`config.mk`:
```
export PLATFORM = sky130hd
export DESIGN_NAME = bbs_bit_packer
export DESIGN_NICKNAME = d
export VERILOG_FILES = /design/src/rtl/bbs_pkg.sv /design/src/rtl/bbs_word_fifo.sv /design/src/rtl/bbs_bit_packer.sv
export SDC_FILE = /design/constraint.sdc
export NUM_CORES = 1
export LEC_CHECK = 0
export ABC_AREA = 1
export CORE_MARGIN = 4
export CORE_UTILIZATION = 59
export CTS_BUF_LIST = sky130_fd_sc_hd__clkbuf_4 sky130_fd_sc_hd__clkbuf_8
export DETAILED_ROUTE_END_ITERATION = 10
export MAX_ROUTING_LAYER = met4
export PLACE_DENSITY_LB_ADDON = 0.1
export SYNTH_ARGS = -nofsm -noshare
export SYNTH_HDL_FRONTEND = slang
export SYNTH_SLANG_ARGS = --single-unit
```
`constraint.sdc`:
```
create_clock -name clk -period 3.1 [get_ports clk]
set_input_delay 0.775 -clock clk [delete_from_list [all_inputs] [get_ports clk]]
set_output_delay 0.775 -clock clk [all_outputs]
set_load 0.01 [all_outputs]
```
`src/rtl/bbs_pkg.sv`:
```
// Shared constants and types for the BBS bit packer.
package bbs_pkg;

   localparam int WORD_W_DEF     = 8;
   localparam int FIFO_DEPTH_DEF = 4;
   localparam int DROP_CNT_W     = 16;

   // Von Neumann extractor pair state
   typedef enum logic {
      DB_EMPTY      = 1'b0,
      DB_HAVE_FIRST = 1'b1
   } db_state_t;

endpackage

```
`src/rtl/bbs_word_fifo.sv`:
```
// Synchronous word FIFO with occupancy output. A push into a full FIFO is
// accepted only if a pop happens on the same edge; otherwise it is ignored.
module bbs_word_fifo #(
   parameter int W     = 8,
   parameter int DEPTH = 4,
   parameter int LVL_W = $clog2(DEPTH) + 1
) (
   input  logic             clk,
   input  logic             reset_n,
   input  logic             push,
   input  logic [W-1:0]     wdata,
   input  logic             pop,
   output logic [W-1:0]     rdata,
   output logic [LVL_W-1:0] level,
   output logic             full,
   output logic             empty
);

   localparam int PTR_W = $clog2(DEPTH);

   logic [W-1:0]     mem [DEPTH];
   logic [PTR_W-1:0] wr_ptr;
   logic [PTR_W-1:0] rd_ptr;
   logic             wr_en;
   logic             rd_en;

   assign full  = (level == LVL_W'(DEPTH));
   assign empty = (level == '0);
   assign wr_en = push && (!full || pop);
   assign rd_en = pop && !empty;
   assign rdata = mem[rd_ptr];

   // Storage, pointers (wrap naturally, DEPTH is a power of two) and level
   always_ff @(posedge clk or negedge reset_n) begin
      if (!reset_n) begin
         for (int i = 0; i < DEPTH; i++) mem[i] <= '0;
         wr_ptr <= '0;
         rd_ptr <= '0;
         level  <= '0;
      end else begin
         if (wr_en) begin
            mem[wr_ptr] <= wdata;
            wr_ptr      <= wr_ptr + PTR_W'(1);
         end
         if (rd_en) rd_ptr <= rd_ptr + PTR_W'(1);
         if (wr_en && !rd_en)      level <= level + LVL_W'(1);
         else if (!wr_en && rd_en) level <= level - LVL_W'(1);
      end
   end

endmodule

```
`src/rtl/bbs_bit_packer.sv`:
```
// Packs the BBS generator bit stream (optionally von Neumann whitened)
// LSB-first into words, buffers them and reports back-pressure drops.
//
// Debias FSM:
//   state          | meaning
//   DB_EMPTY       | no pending bit of the current pair
//   DB_HAVE_FIRST  | first bit of a pair stored, waiting for the second
module bbs_bit_packer
   import bbs_pkg::*;
#(
   parameter int WORD_W     = WORD_W_DEF,
   parameter int FIFO_DEPTH = FIFO_DEPTH_DEF,
   parameter int DEBIAS     = 1
) (
   input  logic                          clk,
   input  logic                          reset_n,
   input  logic                          bit_in,
   input  logic                          bit_valid,
   input  logic                          enable,
   output logic [WORD_W-1:0]             word_out,
   output logic                          word_valid,
   input  logic                          word_ready,
   output logic [$clog2(FIFO_DEPTH):0]   fifo_level,
   output logic                          overflow,
   output logic [DROP_CNT_W-1:0]         drop_count,
   input  logic                          clear_ovf
);

   localparam int CNT_W = (WORD_W > 1) ? $clog2(WORD_W) : 1;

   logic              accepted;
   logic              emit;
   logic              emit_bit;
   logic [WORD_W-1:0] acc;
   logic [WORD_W-1:0] word_next;
   logic [CNT_W-1:0]  bit_cnt;
   logic              last_bit;
   logic              push;
   logic              pop;
   logic              full;
   logic              empty;
   logic              drop;

   assign accepted = bit_valid & enable;

   generate
      if (DEBIAS != 0) begin : g_debias
         db_state_t db_state;
         logic      first_bit;

         assign emit     = accepted && (db_state == DB_HAVE_FIRST) && (first_bit != bit_in);
         assign emit_bit = first_bit;

         // Pair tracking: store the first bit, resolve on the second
         always_ff @(posedge clk or negedge reset_n) begin
            if (!reset_n) begin
               db_state  <= DB_EMPTY;
               first_bit <= 1'b0;
            end else if (accepted) begin
               if (db_state == DB_EMPTY) begin
                  first_bit <= bit_in;
                  db_state  <= DB_HAVE_FIRST;
               end else begin
                  db_state  <= DB_EMPTY;
               end
            end
         end
      end else begin : g_raw
         assign emit     = accepted;
         assign emit_bit = bit_in;
      end
   endgenerate

   assign last_bit = (bit_cnt == CNT_W'(WORD_W - 1));
   assign push     = emit && last_bit;
   assign pop      = word_valid && word_ready;
   assign drop     = push && full && !pop;

   // Accumulator with the emitted bit merged in, so a completing bit is pushed the same edge
   always_comb begin
      word_next          = acc;
      word_next[bit_cnt] = emit_bit;
   end

   // Accumulator and bit position; stale upper bits are overwritten before reuse
   always_ff @(posedge clk or negedge reset_n) begin
      if (!reset_n) begin
         acc     <= '0;
         bit_cnt <= '0;
      end else if (emit) begin
         acc     <= word_next;
         bit_cnt <= last_bit ? '0 : bit_cnt + CNT_W'(1);
      end
   end

   // Sticky overflow and saturating drop counter; a clear wins, then a same-edge drop counts
   always_ff @(posedge clk or negedge reset_n) begin
      if (!reset_n) begin
         overflow   <= 1'b0;
         drop_count <= '0;
      end else if (clear_ovf) begin
         overflow   <= drop;
         drop_count <= drop ? DROP_CNT_W'(1) : '0;
      end else if (drop) begin
         overflow <= 1'b1;
         if (drop_count != '1) drop_count <= drop_count + DROP_CNT_W'(1);
      end
   end

   bbs_word_fifo #(
      .W     (WORD_W),
      .DEPTH (FIFO_DEPTH)
   ) u_fifo (
      .clk     (clk),
      .reset_n (reset_n),
      .push    (push),
      .wdata   (word_next),
      .pop     (pop),
      .rdata   (word_out),
      .level   (fifo_level),
      .full    (full),
      .empty   (empty)
   );

   assign word_valid = !empty;

endmodule
```
==> results.txt, run 1 <==
final worst-path cycle share = 0.898
delay-heaviest family, CP = buffers and inverters
GP Congestion = 0.864
Max Fclk = 0.359 GHz
cts repair resizes = 0
first-pass GRT wire length = 14300 um
Diodes inserted = 0
fin nets = 528
crit path to = word_out[1]
gr usage total = 0.251
CTS Buf Count = 9
crit path max-delay cell type = clkdlybuf4s50_1
post-synthesis sequential area ratio = 0.471
reg-to-reg endpoint = u_fifo.level[2]
Setup crit end kind = primary output
Mapped Area = 3670 um^2
unique cell type count in the Yosys netlist = 25
largest net degree at the start of global routing = 40
leakage = 0.00213 uW
Max Slew Vio Count = 0
Initial Utilization = 0.612
total grt overflow = 0
Placeable Area = 5990 um^2
minimum clock period = 2.78 ns
DRC Markers = 0
crit-path max FO = 17
vias in the first global route = 3008
status = completed
Mapped Cells = 478
Reg2Reg Depth = 10
Pwr Total = 3030 uW
max cap viols = 0
hold_buf cts = 0
Clock Latency Late Sink = 0.35 ns
relative slew slack = 0.479
Root Driver = clkbuf_8
CP max stage delay = 0.57 ns
Area growth syn-to-layout = 16.5%
Post-CTS Setup Bufs = 0
most area-consuming cells after synthesis = dfrtp_1 47%, nand2_1 17%, nand3_1 9.0%
critical path depth = 4
Final Hold Slack = 0.408 ns
drt first pass iters = 5
CTS tree = yes
critical path type = flop to primary output
power density over the cells = 709 nW/um^2
Port Buffers = 35
Tightest Pin Transition = 0.774 ns
# rows = 28
synth warn = 0
post-route ant nets = 0
die area = 7540 um^2
Max clock buf depth = 2
dpl hpwl = 5730 um
Mapped Nets = 494
Max Clock Skew = 0.0111 ns
Peak VDD IR = 0.514 mV
Avg WL per Cell = 13.9 um
# setup viols final = 0
initial antenna violation count = 0
Num Clock Sinks = 69
DR vias = 3247
Hold Vio Cnt, Final = 0
RSZ-0062 raised after global routing = false
die span in y = 86.9 um
CP bufs+invs = 2
R2R setup slack = 0.91 ns
crit path DAT = 2.01 ns
CP Data Required Time = 2.32 ns
# H-tree levels = 3
Clk pin slew, worst setup/hold paths = 0.08 ns
io pins = 36
initial DRC count = 301
share of cells above drive strength 1 = 0.0754
average size of a mapped cell = 7.67 um^2
via/cell ratio = 5.48
top-area cell type share of the netlist area = 0.471
reg2reg start = bit_cnt[1]
routed wire length = 8250 um
HP Class = input port to asynchronous set/reset pin
worst path cell trace = inv_1 > o21ai_0 > o22ai_1 > clkdlybuf4s50_1
Yosys top cell by area = dfrtp_1
number of synthesized register bits = 69
setup TNS = 0 ns
worst setup path startpoint = u_fifo.rd_ptr[0]
die width = 86.9 um
CP startpoint kind = flop
==> metal layers <==
layer | vias up | global-route usage | wire [um]
li1 | 1626 | - | -
met1 | 1489 | 0.363 | 3850
met2 | 120 | 0.362 | 3660
met3 | 12 | 0.0378 | 612
met4 | 0 | 0.0850 | 127
met5 | - | - | 0
==> worst reg2reg max path: cells and delay by family (launching register included) <==
kind / cells / cell delay, ns
fa+ha+maj: 4 / 0.88
flops: 1 / 0.43
compound gates: 2 / 0.26
simple gates: 1 / 0.20
buf+inv: 2 / 0.16
xor+xnor: 1 / 0.15
==> synthesized netlist by cell type, drive strengths merged <==
master and count:
nor2 38, nor3 2, clkinv 1, o22ai 8, dfrtp 69, nand3 66, nand2 170, fa 1
o21ai 45, xor2 4, inv 32, ha 8, a21oi 4, or2 4, clkbuf 9, buf 8
xnor2 1, nand4 8
==> area by class of cell <==
| type | instances | area [um^2] |
|---|---|---|
| flip-flops and latches | 69 | 1730 |
| multi-input cells | 359 | 1720 |
| fillers | 484 | 1720 |
| repair buffers | 40 | 383 |
| clock buffers | 12 | 159 |
| inverters | 33 | 124 |
| well taps | 75 | 93.8 |
| clock inverters | 4 | 70.1 |
==> kinds of logic after synthesis <==
logic type,after synthesis,synth area share
adders and majority gates,9,0.0327
xor gates and xnor gates,5,0.0119
and+or+nand+nor,288,0.343
DFF,69,0.471
buffers and inverters,50,0.0607
AOI/OAI and AO/OA,57,0.0805
==> power breakdown <==
part | switching, uW | total, uW | internal (uW)
clock network | 331 | 835 | 504
registers | 124 | 1150 | 1030
logic | 642 | 1040 | 403
total | 1100 | 3030 | 1940
==> layout by cell type, fill, tap and decap left out, types with 2 or more instances in the layout <==
cell type and instances:
or2_2 4, o22ai_1 8, ha_1 8, o21ai_0 32, nor2_2 4, dfrtp_1 69, nand4_1 8, bufinv_16 2
nand2_4 5, buf_4 5, inv_1 31, clkinv_2 2, nand3_1 66, o21ai_1 13, nor2_1 34, a21oi_1 4
clkbuf_8 11, nand2_1 163, xor2_1 4, clkdlybuf4s50_1 34, nand2_2 2
==> metrics by stage <==
step                setup slack [ns]   util  cells  area [um^2]
floorplan                      0.590      -    478         3670
global placement               0.262  0.675    576         4050
detailed placement             0.207  0.675    576         4050
CTS                            0.270  0.714    592         4280
global route                   0.119  0.714    592         4280
finish                         0.315  0.714    592         4280
==> state kept, by name, summed over array words and instances (netlist names) <==
name / count
u_fifo.level: 3
acc: 8
g_debias.db_state: 1
drop_count: 16
bit_cnt: 3
overflow: 1
u_fifo.mem: 32
emit_bit: 1
u_fifo.wr_ptr: 2
u_fifo.rd_ptr: 2
==> how the worst min path moves through the flow <==
stage | start | cells after the start | slack, ns | to
6_report | reset_n | 1 | 0.41 | u_fifo.mem[5]
3_3_place_gp | u_fifo.mem[20] | 2 | 0.45 | u_fifo.mem[20]
4_1_cts | reset_n | 1 | 0.41 | u_fifo.mem[5]
5_1_grt | reset_n | 1 | 0.44 | u_fifo.mem[5]
2_1_floorplan | u_fifo.mem[10] | 2 | 0.44 | u_fifo.mem[10]
3_5_place_dp | u_fifo.mem[10] | 2 | 0.45 | u_fifo.mem[10]
(Power assumes the default switching activity.)
==> run 2: changes to the inputs <==
--- a/config.mk
+++ b/config.mk
@@ -7,11 +7,12 @@
 export LEC_CHECK = 0
 export ABC_AREA = 1
 export CORE_MARGIN = 4
-export CORE_UTILIZATION = 59
+export CORE_UTILIZATION = 60
 export CTS_BUF_LIST = sky130_fd_sc_hd__clkbuf_4 sky130_fd_sc_hd__clkbuf_8
 export DETAILED_ROUTE_END_ITERATION = 10
+export DONT_BUFFER_PORTS = 1
 export MAX_ROUTING_LAYER = met4
-export PLACE_DENSITY_LB_ADDON = 0.1
+export PLACE_DENSITY = 0.77
 export SYNTH_ARGS = -nofsm -noshare
 export SYNTH_HDL_FRONTEND = slang
 export SYNTH_SLANG_ARGS = --single-unit
==> results.txt, run 2 (synthesis results as in run 1) <==
status = completed
leakage = 0.00196 uW (-8.0%)
first-pass GRT wire length = 14300 um (-0.24%)
final worst-path cycle share = 0.751 (-0.148)
gr usage total = 0.249 (-0.00214)
CP Data Required Time = 2.32 ns (about the same)
Diodes inserted = 0 (unchanged)
Max Slew Vio Count = 0 (unchanged)
io pins = 36 (unchanged)
total grt overflow = 0 (unchanged)
GP Congestion = 0.870 (+0.71%)
Port Buffers = 0 (-100%)
Max Clock Skew = 0.00708 ns (-0.00399 ns)
max cap viols = 0 (unchanged)
routed wire length = 7990 um (-3.2%)
commonest non-fill, non-tap cell in the layout = nand2_1
Clock Latency Late Sink = 0.35 ns (about the same)
critical path type = flop to primary output
fin nets = 491 (-7.0%)
max FFs per register = 32 (unchanged)
Placeable Area = 5920 um^2 (-1.2%)
DR vias = 3070 (-5.5%)
crit path DAT = 1.55 ns (-0.46 ns)
Reg with most FFs = u_fifo.mem
setup TNS = 0 ns (unchanged)
Final Hold Slack = 0.113 ns (-0.295 ns)
power density over the cells = 687 nW/um^2 (-3.1%)
dpl hpwl = 5510 um (-3.7%)
Top Registers = u_fifo.mem x32, drop_count x16, acc x8
Peak VDD IR = 0.408 mV (-21%)
Hold Vio Cnt, Final = 0 (unchanged)
Tightest Pin Transition = 0.810 ns (+0.0360 ns)
share of cells above drive strength 1 = 0.0731 (-0.00237)
largest net degree at the start of global routing = 70 (+75%)
# rows = 28 (unchanged)
crit-path max FO = 17 (unchanged)
initial antenna violation count = 0 (unchanged)
Clk pin slew, worst setup/hold paths = 0.07 ns (about the same)
# setup viols final = 0 (unchanged)
via/cell ratio = 5.54 (+1.0%)
hold_buf cts = 0 (unchanged)
placed insts = 539 (-6.4%)
post-route ant nets = 0 (unchanged)
Area growth syn-to-layout = 5.12%
CP startpoint kind = flop
Post-CTS Setup Bufs = 0 (unchanged)
die span in y = 86.2 um (-0.76%)
vias in the first global route = 3093 (+2.8%)
die width = 86.2 um (-0.76%)
HP Class = input port to asynchronous set/reset pin
DRC Markers = 0 (unchanged)
die area = 7430 um^2 (-1.5%)
most frequent cells in the layout = 163 x nand2_1, 69 x dfrtp_1, 66 x nand3_1
CTS tree = yes
Max clock buf depth = 2 (unchanged)
relative slew slack = 0.455 (-0.0243)
# H-tree levels = 3 (unchanged)
RSZ-0062 raised after global routing = false
Finished Layout Cells = 554 (-6.4%)
Initial Utilization = 0.620 (+0.00725)
Setup crit end kind = primary output
Avg WL per Cell = 14.4 um (+3.5%)
Root Driver = clkbuf_8
Num Clock Sinks = 69 (unchanged)
initial DRC count = 206 (-32%)
minimum clock period = 2.33 ns (-0.458 ns)
cts repair resizes = 0 (unchanged)
drt first pass iters = 6 (+1)
CTS Buf Count = 9 (unchanged)
Max Fclk = 0.430 GHz (+20%)
[run 2: cell types whose count changed in the layout (fill, tap and decap cells not counted), sizes merged]
cell,delta
buf,-3
bufinv,-2
clkbuf,-1
clkdlybuf4s50,-34
clkinvlp,+2
[run 2: final timing paths]
kind                             startpoint              end  slack [ns]  cells past startpoint
max in group asynchronous           reset_n   u_fifo.mem[17]        2.88                      0
setup / recovery           u_fifo.rd_ptr[0]      word_out[7]        0.77                      3
hold / removal                      reset_n    u_fifo.mem[6]        0.11                      0
setup reg to reg                 bit_cnt[1]  u_fifo.level[2]        0.89                     10
min in group clk             u_fifo.mem[20]   u_fifo.mem[20]        0.47                      2
hold reg to reg              u_fifo.mem[20]   u_fifo.mem[20]        0.47                      2
[run 2: through the flow]
stage	power [uW]	setup slack (ns)	instance area, um^2	util
after floorplan	1790	0.590	3670	-
after global placement	1980	0.756	3690	0.623
after detailed placement	2010	0.699	3690	0.623
after CTS	2670	0.747	3860	0.651
after global routing	2830	0.603	3860	0.651
final	2650	0.773	3860	0.651
[run 2: report_power, final]
part	internal [uW]	switching, uW	total (uW)	leakage [uW]
registers	1030	140	1170	0.000935
logic	242	584	825	0.000939
clock network	314	341	654	0.0000846
total	1580	1060	2650	0.00196
[run 2: layer usage]
metal  vias to the layer above  wire length (um)  track usage
li1                       1546                 -            -
met1                      1441              3650        0.322
met2                        70              3770        0.392
met3                        13               424       0.0390
met4                         0               144        0.105
met5                         -                 0            -
[run 2: final cells by class]
class / instances / area, um^2
clock inverter: 4 / 25.0
sequential: 69 / 1730
clock buffer: 11 / 145
multi-input combinational: 359 / 1720
inverter: 33 / 124
tap: 75 / 93.8
timing repair buffer: 3 / 22.5
fill: 538 / 2060
[run 2: critical path, stage by stage (launching register included)]
cell and delay [ns]:
dfrtp_1 0.40, inv_1 0.37, o21ai_0 0.14, o22ai_1 0.29
==> run 3: changes to the inputs <==
--- a/config.mk
+++ b/config.mk
@@ -12,7 +12,7 @@
 export DETAILED_ROUTE_END_ITERATION = 10
 export DONT_BUFFER_PORTS = 1
 export MAX_ROUTING_LAYER = met4
-export PLACE_DENSITY = 0.77
+export PLACE_DENSITY = 0.8
 export SYNTH_ARGS = -nofsm -noshare
 export SYNTH_HDL_FRONTEND = slang
 export SYNTH_SLANG_ARGS = --single-unit
==> constraint.sdc (replaced) <==
create_clock -name clk -period 1.9 [get_ports clk]
set_input_delay 0.475 -clock clk [delete_from_list [all_inputs] [get_ports clk]]
set_output_delay 0.475 -clock clk [all_outputs]
set_load 0.01 [all_outputs]
==> results.txt, run 3 (synthesis results as in run 1) <==
status = finished with violations
failing checks = negative hold slack
routed wire length = 8850 um (+11%)
initial DRC count = 375 (+82%)
critical path type = flop to primary output
max FFs per register = 32 (unchanged)
DRC Markers = 0 (unchanged)
die width = 86.2 um (unchanged)
RSZ-0062 raised after global routing = true
Peak VDD IR = 0.867 mV (+110%)
relative slew slack = 0.556 (+0.102)
Num Clock Sinks = 69 (unchanged)
CP startpoint kind = flop
placed insts = 566 (+5.0%)
Avg WL per Cell = 15.0 um (+4.0%)
Reg with most FFs = u_fifo.mem
crit path max-delay cell type = dfrtp_2
Area growth syn-to-layout = 17.5%
drt first pass iters = 5 (-1)
worst path cell trace = clkinvlp_4 > buf_6 > nor2_2 > o22ai_2
total grt overflow = 0 (unchanged)
Max Fclk = 0.528 GHz
final worst-path cycle share = 0.996
Max Clock Skew = 0.0112 ns (+0.00408 ns)
minimum clock period = 1.89 ns
Root Driver = clkbuf_8
CP bufs+invs = 2 (+1)
Clock Latency Late Sink = 0.35 ns (about the same)
GP Congestion = 0.868 (-0.26%)
# setup viols final = 0 (unchanged)
share of cells above drive strength 1 = 0.192 (+0.119)
Diodes inserted = 0 (unchanged)
CTS Buf Count = 9 (unchanged)
Top Registers = u_fifo.mem x32, drop_count x16, acc x8
power density over the cells = 1180 nW/um^2 (+72%)
Initial Utilization = 0.620 (unchanged)
DR vias = 3340 (+8.8%)
initial antenna violation count = 0 (unchanged)
met1 wire length = 3940 um (+7.8%)
via/cell ratio = 5.66 (+2.2%)
WL met2 = 4070 um (+7.9%)
sequential cell area = 1730 um^2 (+0.14%)
leakage = 0.00215 uW (+9.8%)
crit-path max FO = 8 (-9)
gr usage total = 0.261 (+0.0128)
CTS tree = yes
area of the multi-input gates = 1860 um^2 (+8.1%)
vias in the first global route = 3104 (+0.36%)
most frequent cells in the layout = 160 x nand2_1, 67 x dfrtp_1, 66 x nand3_1
commonest non-fill, non-tap cell in the layout = nand2_1
Hold Vio Cnt, Final = 69 (+69)
Setup crit end kind = primary output
die span in y = 86.2 um (unchanged)
CP max stage delay = 0.44 ns (+0.04 ns)
Max clock buf depth = 2 (unchanged)
fill count = 445 (-17%)
# H-tree levels = 3 (unchanged)
max cap viols = 0 (unchanged)
Finished Layout Cells = 590 (+6.5%)
Layout Utilization = 0.728 (+0.0767)
delay-heaviest family, CP = flip-flops
Max Used Layer = met4
Final Hold Slack = -0.196 ns (-0.309 ns)
DR WL met3 = 660 um (+56%)
Port Buffers = 0 (unchanged)
CP Data Required Time = 1.42 ns (-0.90 ns)
fin nets = 526 (+7.1%)
HP Class = input port to asynchronous set/reset pin
largest net degree at the start of global routing = 70 (unchanged)
Tightest Pin Transition = 0.659 ns (-0.151 ns)
die area = 7430 um^2 (unchanged)
Clk pin slew, worst setup/hold paths = 0.08 ns (about the same)
first-pass GRT wire length = 14800 um (+3.7%)
crit path DAT = 1.42 ns (-0.13 ns)
io pins = 36 (unchanged)
dpl hpwl = 5790 um (+5.1%)
# rows = 28 (unchanged)
Placeable Area = 5920 um^2 (unchanged)
Max Slew Vio Count = 0 (unchanged)
post-route ant nets = 0 (unchanged)
## run 3: cell count changes in the layout (fill, tap and decap cells not counted), sizes merged
cell | before | now
buf | 3 | 37
clkinv | 3 | 2
clkinvlp | 2 | 6
inv | 32 | 31
## run 3: repair_timing
item / 4_1_cts / 5_1_grt
buffers inserted: 5 / 3
pin swaps: 4 / 7
hold endpoints to repair: 69 / 69
resized for setup: 14 / 27
gates cloned: 1 / 0
setup endpoints to repair: 9 / 44
## run 3: worst paths after layout
| kind | startpoint | end | slack (ns) | cells after the start |
|---|---|---|---|---|
| setup / recovery | u_fifo.rd_ptr[0] | word_out[7] | 0.008 | 4 |
| hold / removal | reset_n | u_fifo.mem[5] | -0.20 | 0 |
| setup reg to reg | bit_cnt[1] | u_fifo.level[2] | 0.02 | 10 |
| hold reg to reg | u_fifo.mem[9] | u_fifo.mem[9] | 0.47 | 2 |
| max in group asynchronous | reset_n | drop_count[11] | 1.99 | 0 |
| min in group clk | bit_in | emit_bit | 0.27 | 2 |
## run 3: metrics by stage
| stage | TNS [ns] | setup WS, ns | cell area [um^2] | power [uW] |
|---|---|---|---|---|
| detailed placement | -0.112 | -0.102 | 3930 | 3550 |
| floorplan | -0.308 | -0.194 | 3720 | 2940 |
| global placement | -0.0444 | -0.0444 | 3930 | 3470 |
| CTS | -0.0337 | -0.0337 | 4210 | 4850 |
| finish | 0 | 0.00756 | 4310 | 5090 |
| global route | -0.206 | -0.0873 | 4310 | 5410 |
## run 3: per-layer routing
metal	track usage	up-vias
met5	-	-
met3	0.0561	24
li1	-	1624
met2	0.383	137
met1	0.363	1555
met4	0.0921	0
## run 3: area by class of cell
type	instances	share of cell area
tap	75	0.0218
clock inverter	5	0.00813
clock buffer	11	0.0351
timing repair inverter	1	0.00174
multi-input combinational	359	0.431
sequential	69	0.401
inverter	33	0.0302
timing repair buffer	37	0.0708
## run 3: where the power goes
part	internal [uW]	switching (uW)	total (uW)
Sequential	1680	201	1880
Clock	542	580	1120
Combinational	849	1240	2080
## run 3: worst register-to-register path, cell delays in order (launching register included)
cell and delay [ns]:
dfrtp_1 0.36, ha_2 0.19, ha_4 0.13, inv_2 0.05
nor3_4 0.15, ha_4 0.16, inv_4 0.03, fa_2 0.34
a21oi_2 0.12, o21ai_1 0.08, xor2_1 0.14
